<file path="config.mk">
export PLATFORM = sky130hd
export DESIGN_NAME = run_len_detector
export DESIGN_NICKNAME = d
export VERILOG_FILES = /design/src/rtl/run_len_detector.sv
export SDC_FILE = /design/constraint.sdc
export NUM_CORES = 1
export LEC_CHECK = 0
export ABC_AREA = 1
export BUFFER_PORTS_ARGS = -buffer_cell sky130_fd_sc_hd__buf_2
export CAP_MARGIN = 20
export CELL_PAD_IN_SITES_DETAIL_PLACEMENT = 1
export CELL_PAD_IN_SITES_GLOBAL_PLACEMENT = 2
export CORE_AREA = 2 2 67 69
export CTS_BUF_LIST = sky130_fd_sc_hd__clkbuf_4
export DETAILED_ROUTE_END_ITERATION = 16
export DIE_AREA = 0 0 69 71
export GPL_ROUTABILITY_DRIVEN = 0
export PLACE_DENSITY_LB_ADDON = 0.1
export SLEW_MARGIN = 20
export SYNTH_ARGS = -nofsm -noshare
export SYNTH_HDL_FRONTEND = slang
export SYNTH_SLANG_ARGS = --single-unit
</file>
<file path="constraint.sdc">
create_clock -name clk -period 4.65 [get_ports clk]
set_input_delay 1.395 -clock clk [delete_from_list [all_inputs] [get_ports clk]]
set_output_delay 1.395 -clock clk [all_outputs]
set_load 0.02 [all_outputs]
</file>
<file path="src/rtl/run_len_detector.sv">
// Run-length detector on a serial bit stream: flags zero/one runs that reach a
// programmable threshold, with level or pulse outputs and saturating event counters.
module run_len_detector #(
    parameter int unsigned CW = 3,
    parameter int unsigned EW = 8
) (
    input  logic          clk,
    input  logic          reset,
    input  logic          en,
    input  logic          in,
    input  logic          mode,
    input  logic [CW-1:0] thr,
    input  logic          clr,
    output logic          out,
    output logic          out0,
    output logic          out1,
    output logic          run_val,
    output logic [CW-1:0] run_len,
    output logic [EW-1:0] ev0,
    output logic [EW-1:0] ev1
);

    localparam logic [CW-1:0] MAX_RUN = {CW{1'b1}};
    localparam logic [EW-1:0] EV_MAX  = {EW{1'b1}};

    logic          hit;
    logic          val_nxt;
    logic [CW-1:0] len_nxt;
    logic          hit_nxt;
    logic [EW-1:0] ev0_nxt;
    logic [EW-1:0] ev1_nxt;

    logic [CW-1:0] thr_eff;
    logic          new_val;
    logic [CW-1:0] new_len;
    logic          evt;

    // State register
    always_ff @(posedge clk) begin
        if (reset) begin
            run_val <= 1'b0;
            run_len <= '0;
            hit     <= 1'b0;
            ev0     <= '0;
            ev1     <= '0;
        end else begin
            run_val <= val_nxt;
            run_len <= len_nxt;
            hit     <= hit_nxt;
            ev0     <= ev0_nxt;
            ev1     <= ev1_nxt;
        end
    end

    // Candidate run state for the current sample; saturates instead of wrapping
    always_comb begin
        thr_eff = (thr == '0) ? CW'(1) : thr;
        new_val = in;
        new_len = CW'(1);
        if (run_len != '0 && in == run_val) begin
            new_val = run_val;
            new_len = (run_len == MAX_RUN) ? MAX_RUN : run_len + CW'(1);
        end
        evt = en && (new_len == thr_eff) &&
              ((new_len != run_len) || (new_val != run_val));
    end

    // Next-state logic; clr beats a same-cycle event
    always_comb begin
        val_nxt = run_val;
        len_nxt = run_len;
        hit_nxt = evt;
        ev0_nxt = ev0;
        ev1_nxt = ev1;
        if (en) begin
            val_nxt = new_val;
            len_nxt = new_len;
        end
        if (clr) begin
            ev0_nxt = '0;
            ev1_nxt = '0;
        end else if (evt) begin
            if (!new_val && ev0 != EV_MAX) ev0_nxt = ev0 + EW'(1);
            if (new_val && ev1 != EV_MAX)  ev1_nxt = ev1 + EW'(1);
        end
    end

    // Moore outputs from registered state plus live thr/mode
    always_comb begin
        out0 = 1'b0;
        out1 = 1'b0;
        if (mode) begin
            out0 = hit && !run_val;
            out1 = hit && run_val;
        end else begin
            out0 = !run_val && (run_len >= thr_eff);
            out1 = run_val && (run_len >= thr_eff);
        end
        out = out0 | out1;
    end

endmodule

</file>
==> results of run 1 <==
cell usage after synthesis (all sizes together):
| master | number | area (sq um) |
|---|---|---|
| nand4 | 19 | 119 |
| nor3 | 1 | 5.00 |
| o21ai | 4 | 20.0 |
| xnor2 | 4 | 35.0 |
| buf | 3 | 27.5 |
| nand2 | 47 | 186 |
| nor2 | 13 | 81.3 |
| or2 | 1 | 6.26 |
| a21oi | 23 | 119 |
| nand3 | 14 | 80.1 |
| dfxtp | 21 | 420 |
| a31oi | 2 | 25.0 |
| xor2 | 7 | 61.3 |
| o2111ai | 1 | 8.76 |
| ha | 7 | 87.6 |
| clkbuf | 1 | 3.75 |
| inv | 17 | 63.8 |
layer usage:
layer  global-route usage  wire, um
met1                0.194      1750
met5                    0         0
met3               0.0157        81
met2                0.287      1910
met4               0.0261        18
cells by family (layout without fill, tap and decap cells):
logic type               count (synthesis)  in the layout  synth area share
AO/OA/AOI/OAI                           30             30             0.128
XOR/XNOR                                11             11            0.0714
adder cells (fa/ha/maj)                  7              7            0.0649
buffers and inverters                   21             52            0.0704
flip-flops                              21             21             0.311
AND/OR/NAND/NOR                         95             95             0.354
power by group through the flow:
stage / registers, uW / clock network [uW] / logic (uW)
after floorplan: 193 / 0 / 49.9
final: 187 / 94.6 / 71.4
after detailed placement: 191 / 0 / 72.2
after CTS: 187 / 99.4 / 72.4
after global placement: 190 / 0 / 70.4
after global routing: 187 / 106 / 79.6
registers in the layout (all words and copies together) (netlist names):
name / count
ev0: 8
ev1: 8
run_len: 3
hit: 1
run_val: 1
stage by stage:
stage / cells / hold WS (ps) / worst slack [ps] / area, sq um
6_report: 268 / 514 / 603 / 1570
5_1_grt: 268 / 530 / 444 / 1570
4_1_cts: 268 / 515 / 571 / 1570
3_5_place_dp: 264 / 496 / 578 / 1540
3_3_place_gp: 264 / 480 / 630 / 1540
2_1_floorplan: 185 / 567 / 783 / 1350
worst paths after layout:
kind                          to               startpoint  slack, ps  depth (start not counted)
max                         out1                   thr[2]        600                         10
min          ev0[1]$_SDFFE_PP0P_      ev0[1]$_SDFFE_PP0P_        510                          2
max reg2reg  ev1[7]$_SDFFE_PP0P_  run_len[1]$_SDFFE_PP0P_       2590                         11
min reg2reg  ev0[1]$_SDFFE_PP0P_      ev0[1]$_SDFFE_PP0P_        510                          2
worst reg2reg max path, cell delays in order, from the launching register on:
cell	delay, ps
sky130_fd_sc_hd__dfxtp_1	460
sky130_fd_sc_hd__inv_1	100
sky130_fd_sc_hd__ha_1	280
sky130_fd_sc_hd__inv_1	40
sky130_fd_sc_hd__nand2_1	70
sky130_fd_sc_hd__nand3_1	110
sky130_fd_sc_hd__nand2_1	90
sky130_fd_sc_hd__nand2_2	80
sky130_fd_sc_hd__nor2_8	280
sky130_fd_sc_hd__nand3_2	230
sky130_fd_sc_hd__nand2_1	120
sky130_fd_sc_hd__a21oi_1	70
cell type report:
class | instances | share of cell area
sequential | 21 | 0.268
inverter | 17 | 0.0407
tap | 52 | 0.0415
multi-input combinational | 143 | 0.532
clock buffer | 4 | 0.0191
timing repair buffer | 31 | 0.0989
==> reports/results.tsv, run 1 <==
metric	value	unit
outcome	complete, no violations	
number of design-rule violations left by the first detailed-router iteration	38	
Cell Chain, Critical Path	buf_2 > inv_2 > a21oi_2 > inv_1 > ha_1 > nand3_1 > o2111ai_1 > o21ai_0 > nor2_1 > buf_2	
clock input transition at the sequential cells of the worst setup and hold paths	120	ps
power per standard cell area	225	nW/um^2
maximum number of pins on one net before global-route repair	20	
global-route wire length before repair	6.35	mm
drt drc	0	
CP Launch Type	primary input	
IO Pins	32	
max-slew violation count	0	
sum of negative setup slack	0	ps
final-layout fill cell count	570	
count of yosys warnings during synthesis	0	
average routed wire per standard cell	14.0	um
number of different library cells in the post-synthesis netlist	23	
gr ovfl total	0	
part of the power in the clock network	0.268	
IR drop worst, VDD	157	uV
leakage power summed over all cells	0.000711	uW
top achievable clock speed	247	MHz
count of TritonRoute iterations in the first routing pass	4	
Power Total	352	uW
Setup crit end kind	primary output	
total area of multi-input combinational cells	835	sq um
area used by sequential logic in the layout	420	sq um
Hold Path Class	reg -> reg	
initial core utilization	0.321	
clock insertion delay at the later pin of the skew report	300	ps
switching power share of the total	0.310	
number of buffers created by CTS	3	
cells after synthesis	185	
deepest clock path buffer count	2	
slowest stage cell, crit path	sky130_fd_sc_hd__ha_1	
arrival time at the worst endpoint	2650	ps
Most Frequent Cell on Critical Path	sky130_fd_sc_hd__buf_2	
number of antenna-violating nets in the routed design	0	
height of the die	71	um
buffer count from post-CTS setup fixing	0	
die width	69	um
clk_skew	3.29	ps
commonest non-fill, non-tap cell in the layout	sky130_fd_sc_hd__nand2_1	
diode count	0	
crit path time final	4050	ps
mean instance size in the synthesized netlist	7.30	sq um
utilization after layout	0.373	
Final period util	0.870	
clk sinks	21	
WP data required	3250	ps
Netlist Area Pre-Place	1350	sq um
number of antenna violations at the first check in global routing	0	
Finish-stage setup viols	0	
Hold Buf Count CTS	0	
HPWL after detailed placement	2.85	mm
part of the total power dissipated in combinational logic	0.203	
total wire length after detailed routing	3.76	mm
top cell family by delay on the critical path	compound AO/OA/AOI/OAI gates	
hold violation total from the final report	0	
crit-path max FO	4	
top library cells by usage in the layout, fill and taps aside	43 x sky130_fd_sc_hd__nand2_1, 31 x sky130_fd_sc_hd__buf_2, 22 x sky130_fd_sc_hd__a21oi_1	
detail-routed via count per cell	5.13	
total of cells resized after clock tree synthesis	0	
Max-Cap Viols	0	
share of synthesized area occupied by flip-flops and latches	0.311	
number of input and output port buffers inserted	31	
setup repair after global routing missed its margin	false	
number of core rows	24	
area growth from synthesis to final layout	16.2	%
Cell Int Power	243	uW
Psw	109	uW
CTS Root Cell	sky130_fd_sc_hd__clkbuf_4	
net count after synthesis	201	
number of global-route vias before repair	1372	
via count	1374	
Floorplan Core Area	4200	sq um
CTS tree	yes	
register share of total power	0.529	
Max stage delay on crit path	260	ps
Tot GR Track Use	0.154	
die outline area	4900	sq um
Layout Nets	233	
layout cell share with drive strength beyond 1	0.236	
headroom to the max-slew limit	0.628	
Max H-tree Level	1	
Buf+Inv Stages, Crit Path	4	
number of synthesized register bits	21	
type of the setup path with the least slack	in -> out	
measured slew at the worst slew-check pin	557	ps
(Power assumes the default switching activity.)
==> run 2: changes to the inputs <==
--- a/config.mk
+++ b/config.mk
@@ -15,7 +15,8 @@
 export DETAILED_ROUTE_END_ITERATION = 16
 export DIE_AREA = 0 0 69 71
 export GPL_ROUTABILITY_DRIVEN = 0
-export PLACE_DENSITY_LB_ADDON = 0.1
+export PLACE_DENSITY_LB_ADDON = 0.08
+export REMOVE_ABC_BUFFERS = 1
 export SLEW_MARGIN = 20
 export SYNTH_ARGS = -nofsm -noshare
 export SYNTH_HDL_FRONTEND = slang
==> reports/results.tsv, run 2 (synthesis results as in run 1) <==
metric	value	unit	change
outcome	complete, no violations		
average routed wire per standard cell	13.6	um	-3.3%
crit path time final	4070	ps	+19.4 ps
diode count	0		unchanged
top achievable clock speed	246	MHz	-0.48%
CP Launch Type	primary input		
Final period util	0.874		+0.00417
final-layout fill cell count	552		-3.2%
number of input and output port buffers inserted	31		unchanged
slowest stage cell, crit path	sky130_fd_sc_hd__ha_1		
commonest non-fill, non-tap cell in the layout	sky130_fd_sc_hd__nand2_1		
headroom to the max-slew limit	0.647		+0.0190
worst hold-check slack	512	ps	-2.54 ps
Cell Chain, Critical Path	buf_2 > inv_2 > a21oi_2 > inv_1 > ha_1 > nand3_1 > o2111ai_1 > o21ai_0 > nor2_1 > buf_2		
length in cells of the worst reg-to-reg path	11		unchanged
Max H-tree Level	1		unchanged
biggest regs	ev0 (8), ev1 (8), run_len (3)		
Final Non-Filler Cells	268		unchanged
CTS Root Cell	sky130_fd_sc_hd__clkbuf_4		
number of global-route vias before repair	1379		+0.51%
Worst R2R Start	run_len[1]$_SDFFE_PP0P_		
initial core utilization	0.321		unchanged
detail-routed via count per cell	5.07		-1.2%
IR drop worst, VDD	119	uV	-24%
HPWL after detailed placement	2.71	mm	-5.1%
Max-Cap Viols	0		unchanged
Hold Buf Count CTS	0		unchanged
die width	69	um	unchanged
number of core rows	24		unchanged
number of buffers created by CTS	3		unchanged
gr ovfl total	0		unchanged
Hold Path Class	reg -> reg		
Setup crit end kind	primary output		
Tot GR Track Use	0.151		-0.00310
crit-path max FO	4		unchanged
clock input transition at the sequential cells of the worst setup and hold paths	120	ps	about the same
type of the setup path with the least slack	in -> out		
number of design-rule violations left by the first detailed-router iteration	24		-37%
layout cell share with drive strength beyond 1	0.236		unchanged
WP data required	3250	ps	about the same
max-slew violation count	0		unchanged
total wire length after detailed routing	3.64	mm	-3.3%
worst hold path depth	2		unchanged
clk_skew	9.68	ps	+6.38 ps
clk sinks	21		unchanged
first element of the critical path	thr[2]		
arrival time at the worst endpoint	2670	ps	+20 ps
setup repair after global routing missed its margin	false		
maximum number of pins on one net before global-route repair	20		unchanged
placed instance count	264		unchanged
power per standard cell area	228	nW/um^2	+1.4%
buffer count from post-CTS setup fixing	0		unchanged
area growth from synthesis to final layout	16.2	%	unchanged
Power Total	357	uW	+1.4%
count of TritonRoute iterations in the first routing pass	2		-2
CTS tree	yes		
Max stage delay on crit path	270	ps	about the same
die outline area	4900	sq um	unchanged
IO Pins	32		unchanged
clock insertion delay at the later pin of the skew report	310	ps	about the same
Floorplan Core Area	4200	sq um	unchanged
hold violation total from the final report	0		unchanged
height of the die	71	um	unchanged
total of cells resized after clock tree synthesis	0		unchanged
Finish-stage setup viols	0		unchanged
sum of negative setup slack	0	ps	unchanged
hold path startpoint	ev1[1]$_SDFFE_PP0P_		
deepest clock path buffer count	2		unchanged
leakage power summed over all cells	0.000711	uW	unchanged
Layout Nets	233		unchanged
number of antenna violations at the first check in global routing	0		unchanged
measured slew at the worst slew-check pin	529	ps	-28.4 ps
global-route wire length before repair	6.14	mm	-3.3%
Most Frequent Cell on Critical Path	sky130_fd_sc_hd__buf_2		
via count	1358		-1.2%
number of antenna-violating nets in the routed design	0		unchanged
drt drc	0		unchanged
top library cells by usage in the layout, fill and taps aside	43 x sky130_fd_sc_hd__nand2_1, 31 x sky130_fd_sc_hd__buf_2, 22 x sky130_fd_sc_hd__a21oi_1		
[run 2: final timing paths]
path | endpoint | slack [ps]
max | out1 | 580
min | ev1[1]$_SDFFE_PP0P_ | 510
max reg2reg | ev1[6]$_SDFFE_PP0P_ | 2610
min reg2reg | ev1[1]$_SDFFE_PP0P_ | 510
[run 2: area by class of cell]
cell class / instances / area, sq um / share of cell area
flip-flops and latches: 21 / 420 / 0.268
inverters: 17 / 63.8 / 0.0407
repair buffers: 31 / 155 / 0.0989
well taps: 52 / 65.1 / 0.0415
clock buffers: 4 / 30.0 / 0.0191
multi-input cells: 143 / 835 / 0.532
[run 2: metrics by stage]
stage          setup slack, ps   util  cell area, sq um
5_1_grt                    419  0.373              1570
3_5_place_dp               570  0.366              1540
6_report                   584  0.373              1570
3_3_place_gp               633  0.366              1540
4_1_cts                    564  0.373              1570
2_1_floorplan              783      -              1320
[run 2: report_power, final]
| group | internal, uW | switching, uW |
|---|---|---|
| registers | 183 | 3.80 |
| clock network | 39.3 | 60.9 |
| logic | 21.4 | 49.4 |
[run 2: worst max-delay path, delay by kind of cell]
| family | cells | cell delay, ps |
|---|---|---|
| buf+inv | 4 | 400 |
| compound gates | 3 | 440 |
| fa+ha+maj | 1 | 270 |
| simple gates | 2 | 170 |
[run 2: routing by layer]
layer | GRT usage | share of wire | up-vias | wire length [um]
met1 | 0.182 | 0.47 | 644 | 1730
met4 | 0.0523 | 0.0069 | 0 | 25
li1 | - | - | 693 | -
met3 | 0.0128 | 0.025 | 2 | 91
met2 | 0.280 | 0.49 | 19 | 1800
met5 | 0 | 0 | - | 0
